File: src/rtl/rd_act_pkg.sv
// ============================================================================
//  Module   : rd_act_pkg
//  Brief    : Shared state encoding and parameter defaults for rd_act_sequencer.
//  Revision : 1.0 - initial release
// ============================================================================
`default_nettype none

package rd_act_pkg;

    typedef enum logic [1:0] {
        IDLE  = 2'd0,
        READ  = 2'd1,
        DRAIN = 2'd2
    } state_t;

    localparam int c_nch     = 4;
    localparam int c_act_lat = 2;
    localparam int c_cnt_w   = 8;

endpackage

`default_nettype wire

File: src/rtl/rd_act_delay_line.sv
// ============================================================================
//  Module   : rd_act_delay_line
//  Brief    : WIDTH x DEPTH enabled shift register with synchronous flush and
//             an any-stage-nonzero flag.
//  Revision : 1.0 - initial release
// ============================================================================
`default_nettype none

module rd_act_delay_line #(
    parameter int WIDTH = 4,
    parameter int DEPTH = 2
) (
    input  logic             clk,
    input  logic             reset,
    input  logic             en,
    input  logic             flush,
    input  logic [WIDTH-1:0] din,
    output logic [WIDTH-1:0] dout,
    output logic             any_nz
);

    logic [WIDTH-1:0] r_stage [DEPTH];
    logic             w_any;

    always_ff @(posedge clk or negedge reset) begin
        if (!reset) begin
            for (int i = 0; i < DEPTH; i++) r_stage[i] <= '0;
        end else if (flush) begin
            for (int i = 0; i < DEPTH; i++) r_stage[i] <= '0;
        end else if (en) begin
            for (int i = DEPTH - 1; i > 0; i--) r_stage[i] <= r_stage[i-1];
            r_stage[0] <= din;
        end
    end

    always_comb begin
        w_any = 1'b0;
        for (int i = 0; i < DEPTH; i++) w_any = w_any | (|r_stage[i]);
    end

    assign dout   = r_stage[DEPTH-1];
    assign any_nz = w_any;

endmodule

`default_nettype wire

File: src/rtl/rd_act_sequencer.sv
// ============================================================================
//  Module   : rd_act_sequencer
//  Brief    : Multi-channel burst sequencer: per-channel rd strobes followed by
//             act strobes ACT_LAT enabled cycles later. Define ACT_FLUSH_EN to
//             discard in-flight acts on early terminate.
//  Revision : 1.0 - initial release
// ============================================================================
`default_nettype none

module rd_act_sequencer
    import rd_act_pkg::*;
#(
    parameter int NCH     = c_nch,
    parameter int ACT_LAT = c_act_lat,
    parameter int CNT_W   = c_cnt_w
) (
    input  logic             clk,
    input  logic             reset,
    input  logic             en,
    input  logic             start,
    input  logic [CNT_W-1:0] len,
    input  logic [NCH-1:0]   ch_mask,
    input  logic             done,
    output logic [NCH-1:0]   rd,
    output logic [NCH-1:0]   act,
    output logic             busy,
    output logic [CNT_W-1:0] rd_cnt,
    output logic             burst_done
);

    state_t           r_state;
    state_t           w_state_nxt;
    logic [CNT_W-1:0] r_remaining;
    logic [CNT_W-1:0] r_rd_cnt;
    logic [NCH-1:0]   r_mask;
    logic             r_zero_done;

    logic             w_issue;
    logic             w_accept;
    logic             w_flush;
    logic             w_drained;
    logic             w_pipe_nz;
    logic [NCH-1:0]   w_pipe_out;

    assign w_issue   = (r_state == READ) && en && !done;
    assign w_accept  = (r_state == IDLE) && start && (len != '0);
    assign w_drained = (r_state == DRAIN) && en && !w_pipe_nz;

`ifdef ACT_FLUSH_EN
    assign w_flush = (r_state == READ) && done;
`else
    assign w_flush = 1'b0;
`endif

    always_comb begin
        w_state_nxt = r_state;
        case (r_state)
            IDLE:    if (w_accept) w_state_nxt = READ;
            // done wins over a simultaneous final read
            READ:    if (done || (w_issue && r_remaining == CNT_W'(1)))
                         w_state_nxt = DRAIN;
            DRAIN:   if (w_drained) w_state_nxt = IDLE;
            default: w_state_nxt = IDLE;
        endcase
    end

    always_ff @(posedge clk or negedge reset) begin
        if (!reset) begin
            r_state     <= IDLE;
            r_remaining <= '0;
            r_rd_cnt    <= '0;
            r_mask      <= '0;
            r_zero_done <= 1'b0;
        end else begin
            r_state     <= w_state_nxt;
            r_zero_done <= (r_state == IDLE) && start && (len == '0);
            if (w_accept) begin
                r_remaining <= len;
                r_mask      <= ch_mask;
                r_rd_cnt    <= '0;
            end else if (w_issue) begin
                r_remaining <= r_remaining - CNT_W'(1);
                r_rd_cnt    <= r_rd_cnt + CNT_W'(1);
            end
        end
    end

    rd_act_delay_line #(
        .WIDTH (NCH),
        .DEPTH (ACT_LAT)
    ) u_delay (
        .clk    (clk),
        .reset  (reset),
        .en     (en),
        .flush  (w_flush),
        .din    (rd),
        .dout   (w_pipe_out),
        .any_nz (w_pipe_nz)
    );

    assign rd         = w_issue ? r_mask : '0;
    // a flushing cycle also suppresses the act already at the pipe output
    assign act        = w_pipe_out & {NCH{en & ~w_flush}};
    assign busy       = (r_state != IDLE);
    assign rd_cnt     = r_rd_cnt;
    assign burst_done = w_drained | r_zero_done;

endmodule

`default_nettype wire

File: config.mk
export PLATFORM = sky130hd
export DESIGN_NAME = rd_act_sequencer
export DESIGN_NICKNAME = d
export VERILOG_FILES = /design/src/rtl/rd_act_pkg.sv /design/src/rtl/rd_act_delay_line.sv /design/src/rtl/rd_act_sequencer.sv
export SDC_FILE = /design/constraint.sdc
export NUM_CORES = 1
export LEC_CHECK = 0
export CAP_MARGIN = 15
export CORE_MARGIN = 2
export CORE_UTILIZATION = 40
export DETAILED_ROUTE_END_ITERATION = 7
export PLACE_DENSITY = 0.71
export SLEW_MARGIN = 0
export SYNTH_ARGS = -nofsm -noshare
export SYNTH_HDL_FRONTEND = slang
export SYNTH_SLANG_ARGS = --single-unit
File: constraint.sdc
create_clock -name clk -period 2.9 [get_ports clk]
set_clock_uncertainty 0.05 [all_clocks]
set_input_delay 0.87 -clock clk [delete_from_list [all_inputs] [get_ports clk]]
set_output_delay 0.87 -clock clk [all_outputs]
set_load 0.02 [all_outputs]
; ---- After elaboration in Yosys (flattened, before gate mapping)
; Cells that the tools add are included.
[totals]
regBits = 31
romBits = 0
latch_bits = 0
in_bits = 17
memories = 0
mem_bits_rw = 0
elab_cells = 46
[op_classes]
shift = 0
n_reduce_logical = 19
order_cmp = 0
div_mod_pow = 0
eq_ne = 6
mux = 9
bitwise_logic = 3
add_sub_neg = 2
multipliers = 0
[ops]
columns = op, count
row1 = $mux W8, 4
row2 = $add A8 B1 Y8 const B, 1
row3 = $eq A8 B1 Y1 const B, 1
row4 = $logic_and A1 B1 Y1, 8
row5 = $logic_not A8 Y1, 1
row6 = $reduce_bool A8 Y1, 1
row7 = $reduce_or A4 Y1, 2
row8 = $sub A8 B1 Y8 const B, 1
row9 = $mux W2, 3
row10 = $pmux W2 S3, 1
row11 = $and A4 B4 Y4, 1
row12 = $mux W4, 1
row13 = $ne A2 B2 Y1 const B, 2
row14 = $reduce_bool A2 Y1, 2
row15 = $reduce_and A3 Y1, 1
row16 = $eq A2 B1 Y1 const B, 1
row17 = $eq A2 B2 Y1 const B, 1
row18 = $logic_not A1 Y1, 2
row19 = $logic_not A2 Y1, 1
row20 = $ne A2 B1 Y1 const B, 1
row21 = $or A1 B1 Y1, 2
row22 = $logic_or A1 B1 Y1, 1

; ---- Depth between registers and ports, before layout
; Gate-level depths: netlist of run 1.
[depth]
depth_word = 7
depth_mapped = 6
ltp_nobuf = 6

; ---- Hierarchy
; From an unflattened synthesis of run 1, not the netlist that was laid out.
[hier_totals]
hier_cells = 167
area_unflattened_um2 = 1631.6
[modules_own_cells]
columns = module, n_inst, area_per_inst_um2, cells_each, seq_area_each_um2
row1 = rd_act_sequencer, 1, 1260.0, 134, 575.6
row2 = rd_act_delay_line, 1, 371.6, 33, 200.2

; ---- Least setup slack after synthesis of run 1
; Ideal clock, no wire load.
[synth_timing]
kind = input port to output port
from = in en
to = out burst_done
cell_stages = 4
path_buffers = 0
setup_slack_ns = 0.138
required_ns = 1.980
arrival_ns = 1.842
path_cell_list = inv_1 > or4_1 > nor4_2 > or2_1
[synth_between]
elab_chain_len = 3
[synth_lines]
columns = element, line
row1 = from (decl), rd_act_sequencer.sv:19  ; input logic en,
row2 = $logic_and A1 B1 Y1 (2 in a row), rd_act_sequencer.sv:47  ; assign w_drained = (r_state == DRAIN) && en && !w_pipe_nz;
row3 = $or A1 B1 Y1, rd_act_sequencer.sv:106  ; assign burst_done = w_drained | r_zero_done;
row4 = to (decl), rd_act_sequencer.sv:28  ; output logic burst_done
; No other way between the ends.

; ---- Final worst setup path of run 1
[layout_timing]
from = reg u_delay.r_stage, in the netlist u_delay.dout[2]
to = out burst_done
[layout_between]
elab_chain_len = 5
[layout_lines]
columns = element, line
row1 = from (decl), rd_act_delay_line.sv:22  ; logic [WIDTH-1:0] r_stage [DEPTH];
row2 = $reduce_or A4 Y1, rd_act_delay_line.sv:38  ; for (int i = 0; i < DEPTH; i++) w_any = w_any | (|r_stage[i]);
row3 = $or A1 B1 Y1, rd_act_delay_line.sv:38
row4 = $logic_not A1 Y1, rd_act_sequencer.sv:47
row5 = $logic_and A1 B1 Y1, rd_act_sequencer.sv:47
row6 = $or A1 B1 Y1, rd_act_sequencer.sv:106
; No other way between the ends.

==> impl_metrics.csv, run 1 <==
group,metric,value,unit
final_layout,final_common_cell,"dfrtp_1",
floorplanning,boundaryPins,35,
grt,antenna_found_initial,0,
detailed_routing,vias,1300,
synthesis,netlist_area,1535,sq um
detailed_routing,drc,0,
clock_network,clk_pin_slew,60,ps
power,vdd_drop_max,0.3456,mV
worst_setup_path,cp.required,1980,ps
placed_design,routabilityCongestion,0.8647,
worst_setup_path,slowest_stage,"or4_1",
clock_network,cts_tree,"built",
clock_network,max-clock-path-buffers,2,
synthesis,ys_warn_count,0,
worst_setup_path,ff2ff_path_depth,6,
floorplanning,die_width,65.95,microns
final_layout,area_delta_synth_final,40.10,%
worst_setup_path,r2r-end,"r_state[1]",
placed_design,dp_cells,238,
final_layout,fin_nets,219,
timing,finalHoldViolations,0,
power,power_density,746.1,nW/um^2
synthesis,syn_nets,161,
clock_network,cts_made_buffers,5,
status,violations,"negative setup slack",
final_layout,fin_area,2151,sq um
synthesis,postSynthAreaPerCell,10.89,sq um
timing,drv_slew,0,
clock_network,numClockSinks,31,
clock_network,cts-root-buf,"clkbuf_8",
final_layout,n_fill_cell,344,
synthesis,synth_top_area_share,50.53,%
final_layout,finalNonFillerCells,248,
grt,grt_pass1_wl,6.003,mm
worst_setup_path,worstSetupPathType,"reg -> out",
final_layout,drive_above_1_share,26.50,%
worst_setup_path,crit_buf_inv,1,
worst_setup_path,crit_path_end,"burst_done",
synthesis,synth_top_area_cell,"dfrtp_1",
timing,slew_headroom,63.09,%
synthesis,synth_flop_cell,"dfrtp_1",
floorplanning,rows,22,
timing,setup_slack,-39.37,ps
floorplanning,start_util,41.62,%
status,status,"finished, violations left",
clock_network,clock_latency,280,ps
synthesis,synth_area_leaders,"dfrtp_1 (51%), mux2_2 (5.9%), nand2_1 (2.9%)",
synthesis,async_flop_share,100.0,%
final_layout,layout_common_cells,"dfrtp_1 (31), clkdlybuf4s50_1 (24), buf_4 (24), nand2_1 (12)",
clock_network,cts_htree_levels,2,
grt,grt_max_degree,32,
detailed_routing,final_antenna_net_count,0,
detailed_routing,drtIter0Drc,48,
timing,hold_ws,460.6,ps
worst_setup_path,r2r_slack,960,ps
timing,max_clock_freq,340.2,MHz
floorplanning,core,3689,sq um
timing,finalSetupViolCount,1,
worst_setup_path,worst-path-max-fanout,2,
worst_setup_path,worst_setup_path_start_kind,"register",
placed_design,port_buffers,34,
worst_setup_path,slowest_delay,510,ps
final_layout,diodes,0,
timing,worstMarginPinSlew,548.6,ps
power,p_leak,1.025,nW
timing,rsz0062_at_grt,"yes",
detailed_routing,wl_per_cell,13.97,microns
detailed_routing,vias_per_cell,5.242,
placed_design,placed_area,2057,sq um
worst_setup_path,crit_path_start,"u_delay.dout[2]",
worst_setup_path,r2r-start,"u_delay.dout[2]",
job,max_cap_violations,0,
worst_setup_path,crit_family,"simple AND/OR/NAND/NOR gates",
grt,grt_overflow,0,
synthesis,synth_edf_count,0,
floorplanning,die_area,4349,sq um
timing,period_needed,2939,ps
placed_design,pre_cts_ws,-882.2,ps
detailed_routing,drtPass1Iterations,4,
grt,grt_usage,17.92,%
placed_design,hpwl,2.608,mm
worst_setup_path,cp_num_cells,5,
worst_setup_path,cp-end-kind,"output pin",
detailed_routing,drt-total-wl,3.465,mm
synthesis,synthDistinctLibCells,41,
grt,grt_pass1_vias,1322,
worst_setup_path,worstPathCellList,"or4_1 -> or4_4 -> nor4_4 -> or2_1 -> buf_6",
synthesis,syn-instance-count,141,
worst_hold_path,hold_class,"reg -> reg",
synthesis,ys_seq_area_share,50.53,%
worst_setup_path,cp_data_arrival_time,2020,ps
timing,timing.final.crit_share,101.4,%
floorplanning,die_h,65.95,microns
synthesis,ys_seq_elements,31,
[layout make-up]
class                   count  area [sq um]  share of cell area, %
repair buffers             55         480.5                  22.34
clock buffers               7         76.32                  3.549
inverters                   5         18.77                 0.8726
flip-flops and latches     31         775.7                  36.07
well taps                  48         60.06                  2.792
clock inverters             1         5.005                 0.2327
multi-input cells         101         734.5                  34.15
[routing by layer]
| metal | share of wire [%] | track usage (%) |
|---|---|---|
| met5 | 0 | 0 |
| met4 | 1.0 | 4.592 |
| met3 | 3.5 | 4.770 |
| met2 | 49 | 29.42 |
| met1 | 46 | 23.52 |
[sequential cells by signal, indices dropped and copies added, names as in the netlist]
| register | cells |
|---|---|
| r_mask | 4 |
| r_remaining | 8 |
| r_state | 2 |
| r_zero_done | 1 |
| rd_cnt | 8 |
| u_delay.dout | 4 |
| u_delay.r_stage | 4 |
[power by group]
| group | switching, W | total (W) | leakage [nW] | internal, W |
|---|---|---|---|---|
| clock | 0.000148 | 0.000316 | 0.0422 | 0.000168 |
| sequential | 0.0000994 | 0.000659 | 0.404 | 0.000560 |
| combinational | 0.000294 | 0.000630 | 0.579 | 0.000335 |
| total | 0.000542 | 0.00160 | 1.03 | 0.00106 |
[per-stage QoR]
| step | total power [W] | util, % | TNS [ps] |
|---|---|---|---|
| 2_1_floorplan | 0.001029 | - | 0 |
| 4_1_cts | 0.001613 | 57.90 | -111.5 |
| 5_1_grt | 0.001718 | 58.31 | -124.6 |
| 3_5_place_dp | 0.001284 | 55.77 | -4466 |
| 3_3_place_gp | 0.001261 | 55.77 | -4183 |
| 6_report | 0.001605 | 58.31 | -39.37 |
[worst min path at each step]
stage	start	end	slack (ps)	cells after the start
floorplan	u_delay.r_stage[6]	u_delay.r_stage[6]	410	1
global placement	r_mask[1]	r_mask[1]	440	1
detailed placement	r_mask[3]	r_mask[3]	440	1
CTS	r_mask[3]	r_mask[3]	450	1
global route	r_mask[1]	r_mask[1]	470	1
finish	r_mask[3]	r_mask[3]	460	1
[cell usage after synthesis, drive strengths merged (4+ instances only)]
library cell  count
a21o              5
dfrtp            31
inv               5
nand2            12
nor3              4
xnor2             4
and2              8
nor2              8
mux2              8
nor4              4
nand3             5
o21ai             5
[timing repair]
action                                  CTS  global route
setup buffers                             1             1
hold buffers                              0             0
pin swaps                                 3             3
endpoints found under the setup margin    9             5
gates resized for setup                  34             3
[kinds of logic after synthesis]
kind of cell / count (synthesis) / share of synthesized area (%)
adders and majority gates: 3 / 2.445
AOI/OAI and AO/OA: 24 / 11.41
DFF: 31 / 50.53
xor gates and xnor gates: 7 / 3.994
and+or+nand+nor: 59 / 23.15
buffers and inverters: 9 / 2.608
muxes: 8 / 5.868
No activity file was read; power rests on OpenSTA's default activity.
==> run 2: changes to the inputs <==
- RECOVER_POWER: default -> 100
==> run 2 against run 1 <==
The flow finishes with violations (max-capacitance violations, max-slew violations, negative setup slack). Worst setup slack improved by 0.99 ps. Cell area fell by 1.3%. Register-to-register slack got worse by 260 ps. Total power fell by 1.8%. Global-route usage did not move. Die area did not move. Fmax barely moved. Flip-flop and latch count did not move. Non-clock buffer count did not move. Final cell count did not move. Critical path type unchanged.
==> impl_metrics.csv, run 2 (synthesis gave the netlist of run 1 again) <==
group,metric,value,unit
timing,setup_slack,-38.38,ps
placed_design,dp_cells,238,
worst_setup_path,slowest_stage,"or4_1",
status,violations,"max-capacitance violations, max-slew violations, negative setup slack",
clock_network,max-clock-path-buffers,2,
floorplanning,rows,22,
grt,grt_overflow,0,
power,vdd_drop_max,0.3358,mV
job,max_cap_violations,1,
placed_design,placed_area,2057,sq um
clock_network,cts-root-buf,"clkbuf_8",
worst_setup_path,worst_setup_path_start_kind,"register",
timing,period_needed,2938,ps
floorplanning,die_h,65.95,microns
floorplanning,die_area,4349,sq um
worst_setup_path,worstSetupPathType,"reg -> out",
clock_network,clock_latency,280,ps
timing,slew_headroom,-8.343,%
clock_network,cts_htree_levels,2,
timing,tns,-38.38,ps
detailed_routing,drc,0,
floorplanning,boundaryPins,35,
floorplanning,core,3689,sq um
detailed_routing,final_antenna_net_count,0,
grt,antenna_found_initial,0,
detailed_routing,vias,1293,
clock_network,numClockSinks,31,
power,p_leak,1.032,nW
final_layout,area_delta_synth_final,38.31,%
grt,grt_pass1_vias,1322,
final_layout,final_common_cell,"dfrtp_1",
worst_setup_path,cp-end-kind,"output pin",
placed_design,routabilityCongestion,0.8647,
floorplanning,start_util,41.62,%
worst_setup_path,cp_data_arrival_time,2020,ps
timing,worstMarginPinSlew,1625,ps
detailed_routing,drtIter0Drc,48,
placed_design,hpwl,2.608,mm
final_layout,finalNonFillerCells,248,
detailed_routing,drt-total-wl,3.407,mm
clock_network,clk_pin_slew,60,ps
timing,timing.final.crit_share,101.3,%
timing,finalSetupViolCount,1,
final_layout,fin_nets,219,
worst_hold_path,hold_class,"reg -> reg",
worst_setup_path,slowest_delay,510,ps
worst_setup_path,worst-path-max-fanout,2,
detailed_routing,drtPass1Iterations,4,
grt,grt_pass1_wl,6.003,mm
timing,max_clock_freq,340.3,MHz
detailed_routing,vias_per_cell,5.214,
power,power_density,742.1,nW/um^2
detailed_routing,wl_per_cell,13.74,microns
clock_network,cts_tree,"built",
final_layout,drive_above_1_share,22.50,%
worst_setup_path,worstPathCellList,"or4_1 -> or4_4 -> nor4_4 -> or2_1 -> buf_6",
grt,grt_max_degree,32,
floorplanning,die_width,65.95,microns
timing,rsz0062_at_grt,"yes",
clock_network,cts_made_buffers,5,
worst_setup_path,cp.required,1980,ps
timing,finalHoldViolations,0,
status,status,"finished, violations left",
placed_design,port_buffers,34,
final_layout,layout_common_cells,"dfrtp_1 (31), buf_4 (20), clkdlybuf4s50_1 (13), nand2_1 (12), dlygate4sd3_1 (11)",
final_layout,fin_area,2123,sq um
grt,grt_usage,17.92,%
final_layout,diodes,0,
timing,drv_slew,32,
power,p_total,0.001576,W
-- run 2: power breakdown --
part           total, W  leakage, nW  switching (W)  internal (W)
Combinational  0.000601        0.586       0.000288      0.000313
Clock          0.000316       0.0422       0.000148      0.000168
Sequential     0.000659        0.404      0.0000989      0.000560
-- run 2: routing by layer --
layer / global-route usage [%] / routed length, microns / vias to the layer above
met3: 4.770 / 120 / 5
li1: - / - / 624
met4: 4.592 / 35 / 0
met1: 23.52 / 1570 / 638
met5: 0 / 0 / -
met2: 29.42 / 1680 / 26
-- run 2: critical path: cells and delay by family (launching register included) --
family | cells | cell delay [ps]
AND/OR/NAND/NOR | 4 | 1260
buffers and inverters | 1 | 110
flip-flops | 1 | 380
-- run 2: layout make-up --
type | instances | area (sq um)
timing repair buffer | 55 | 465.4
tap | 48 | 60.06
inverter | 5 | 18.77
multi-input combinational | 101 | 721.9
clock buffer | 7 | 76.32
clock inverter | 1 | 5.005
fill | 350 | 1565
sequential | 31 | 775.7
-- run 2: stage by stage --
step	util (%)	hold WS (ps)	worst slack (ps)
after floorplan	-	411.4	138.4
after global placement	55.77	438.2	-834.4
after detailed placement	55.77	438.3	-882.2
after CTS	57.90	451.8	-111.5
after global routing	57.56	475.1	-124.6
final	57.56	448.3	-38.38
-- run 2: final timing paths --
check	start	endpoint	slack [ps]	cells after the start
worst min register to register	r_mask[3]	r_mask[3]	450	1
min in group asynchronous	reset	r_remaining[2]	1410	2
worst max-delay path	u_delay.dout[2]	burst_done	-40	5
max in group asynchronous	reset	rd_cnt[2]	440	2
worst max register to register	r_state[1]	rd_cnt[1]	700	5
worst min-delay path	r_mask[3]	r_mask[3]	450	1
-- run 2: what timing repair did --
item | 4_1_cts | 5_1_grt
endpoints found under the setup margin | 9 | 5
hold endpoints to repair | 0 | 0
hold buffers | 0 | 0
gates resized for setup | 34 | 3
setup buffers | 1 | 1
pin swaps | 3 | 3
==> run 3: changes to the inputs <==
- PLACE_DENSITY: 0.71 -> 0.74
- clock period: 2.9 -> 2.4 ns (I/O delays scaled with it)
==> run 3 against run 2 <==
Sequential power up 20%. The run ends with negative setup slack left. Clock power up 25%. Critical endpoint unchanged. Count of clock-buffer cells in the layout down 2. Flip-flop and latch count unchanged. Via count up 5.6%. First-iteration DRC count down 13%. Critical path depth unchanged. Largest cell class unchanged.
==> impl_metrics.csv, run 3 (synthesis gave the netlist of run 1 again) <==
group,metric,value,unit
worst_setup_path,worst_setup_path_start_kind,"register",
power,p_total,0.001979,W
detailed_routing,final_antenna_net_count,0,
status,status,"finished, violations left",
detailed_routing,drt-total-wl,3.836,mm
timing,slew_headroom,49.40,%
timing,max_clock_freq,350.9,MHz
final_layout,diodes,0,
worst_setup_path,worstSetupPathType,"reg -> out",
final_layout,multi_input_area,721.9,sq um
placed_design,placed_area,2120,sq um
floorplanning,rows,22,
clock_network,max-clock-path-buffers,2,
floorplanning,die_area,4349,sq um
floorplanning,start_util,41.62,%
grt,grt_pass1_vias,1445,
power,power_density,891.3,nW/um^2
worst_setup_path,cp_data_arrival_time,2080,ps
grt,grt_usage,20.36,%
floorplanning,die_h,65.95,microns
timing,setup_slack,-450.2,ps
clock_network,cts-root-buf,"clkbuf_8",
final_layout,seqCellArea,775.7,sq um
grt,grt_pass1_wl,6.720,mm
clock_network,cts_htree_levels,2,
placed_design,dp_cells,246,
floorplanning,die_width,65.95,microns
placed_design,pre_cts_ws,-1139,ps
status,violations,"negative setup slack",
timing,rsz0062_at_grt,"yes",
timing,finalHoldViolations,0,
final_layout,finalNonFillerCells,263,
timing,worstMarginPinSlew,759.0,ps
placed_design,routabilityCongestion,0.8831,
detailed_routing,drc,0,
power,vdd_drop_max,0.4678,mV
placed_design,hpwl,2.777,mm
detailed_routing,drtIter0Drc,42,
worst_setup_path,worst-path-max-fanout,2,
job,max_cap_violations,0,
floorplanning,boundaryPins,35,
placed_design,port_buffers,34,
detailed_routing,wl_per_cell,14.59,microns
final_layout,n_fill_cell,342,
grt,grt_overflow,0,
worst_hold_path,hold_class,"reg -> reg",
final_layout,layout_common_cells,"dfrtp_1 (31), buf_4 (28), nand2_1 (12), clkdlybuf4s50_1 (12), dlygate4sd3_1 (10)",
final_layout,drive_above_1_share,27.91,%
timing,period_needed,2850,ps
final_layout,fin_nets,234,
worst_setup_path,cp-end-kind,"output pin",
detailed_routing,drtPass1Iterations,4,
timing,drv_slew,0,
final_layout,fin_area,2221,sq um
final_layout,final_common_cell,"dfrtp_1",
power,p_leak,1.099,nW
worst_setup_path,cp.required,1630,ps
timing,timing.final.crit_share,118.8,%
clock_network,clock_latency,290,ps
grt,antenna_found_initial,0,
clock_network,cts_tree,"built",
clock_network,cts_made_buffers,5,
floorplanning,core,3689,sq um
detailed_routing,vias,1365,
detailed_routing,vias_per_cell,5.190,
clock_network,clk_pin_slew,70,ps
timing,finalSetupViolCount,10,
final_layout,area_delta_synth_final,44.66,%
clock_network,numClockSinks,31,
grt,grt_max_degree,32,
-- run 3: changes by cell type in the layout (fill, tap and decap cells not counted), sizes merged --
cell | previous run | this run
dlygate4sd3 | 11 | 10
dlymetal6s2s | 1 | 0
clkbuf | 12 | 16
dlygate4sd2 | 3 | 5
buf | 22 | 32
clkinv | 1 | 3
clkdlybuf4s50 | 13 | 12
-- run 3: timing repair --
action                                  CTS  global route
hold buffers                              0             0
cloned                                    1             0
pin swaps                                 3             3
buffers inserted                          6             3
resized for setup                        45             1
endpoints found under the setup margin   10             4
-- run 3: layout make-up --
cell class	count	share of cell area, %
clock buffer	5	3.099
timing repair buffer	70	25.24
tap	48	2.704
clock inverter	3	0.6761
sequential	31	34.93
multi-input combinational	101	32.51
inverter	5	0.8451
-- run 3: per-layer routing --
layer  GRT usage [%]  share of wire [%]  vias to the layer above  wire (microns)
li1                -                  -                      650               -
met1           24.12                 44                      685            1672
met2           36.24                 52                       24            1977
met3           5.451                3.5                        6             135
met4           5.612                1.3                        0              51
met5               0                  0                        -               0
-- run 3: worst paths after layout --
check / start / endpoint / slack (ps) / depth (start not counted)
max in group asynchronous: reset / r_mask[0] / 830 / 2
min reg2reg: r_mask[1] / r_mask[1] / 450 / 1
min in group asynchronous: reset / rd_cnt[0] / 980 / 2
max reg2reg: r_state[1] / r_remaining[5] / 340 / 7
min: r_mask[1] / r_mask[1] / 450 / 1
max: u_delay.dout[2] / burst_done / -450 / 5
-- run 3: power breakdown --
group	internal (W)	leakage, nW	switching (W)
Sequential	0.000676	0.404	0.000118
Clock	0.000198	0.0477	0.000198
Combinational	0.000418	0.648	0.000371
Total	0.00129	1.10	0.000687
-- run 3: critical path, cell delays in order (launching register included) --
cell and delay (ps):
dfrtp_1 380, or4_1 510, or4_4 440, nor4_4 190, or2_4 170, buf_6 100
-- run 3: stage by stage --
stage / setup TNS, ps / utilization [%] / hold WS [ps]
6_report: -807.8 / 60.21 / 450.2
3_5_place_dp: -6845 / 57.46 / 437.8
4_1_cts: -537.7 / 61.43 / 451.4
2_1_floorplan: -31.84 / - / 374.4
3_3_place_gp: -6141 / 57.46 / 436.3
5_1_grt: -2483 / 60.21 / 462.6
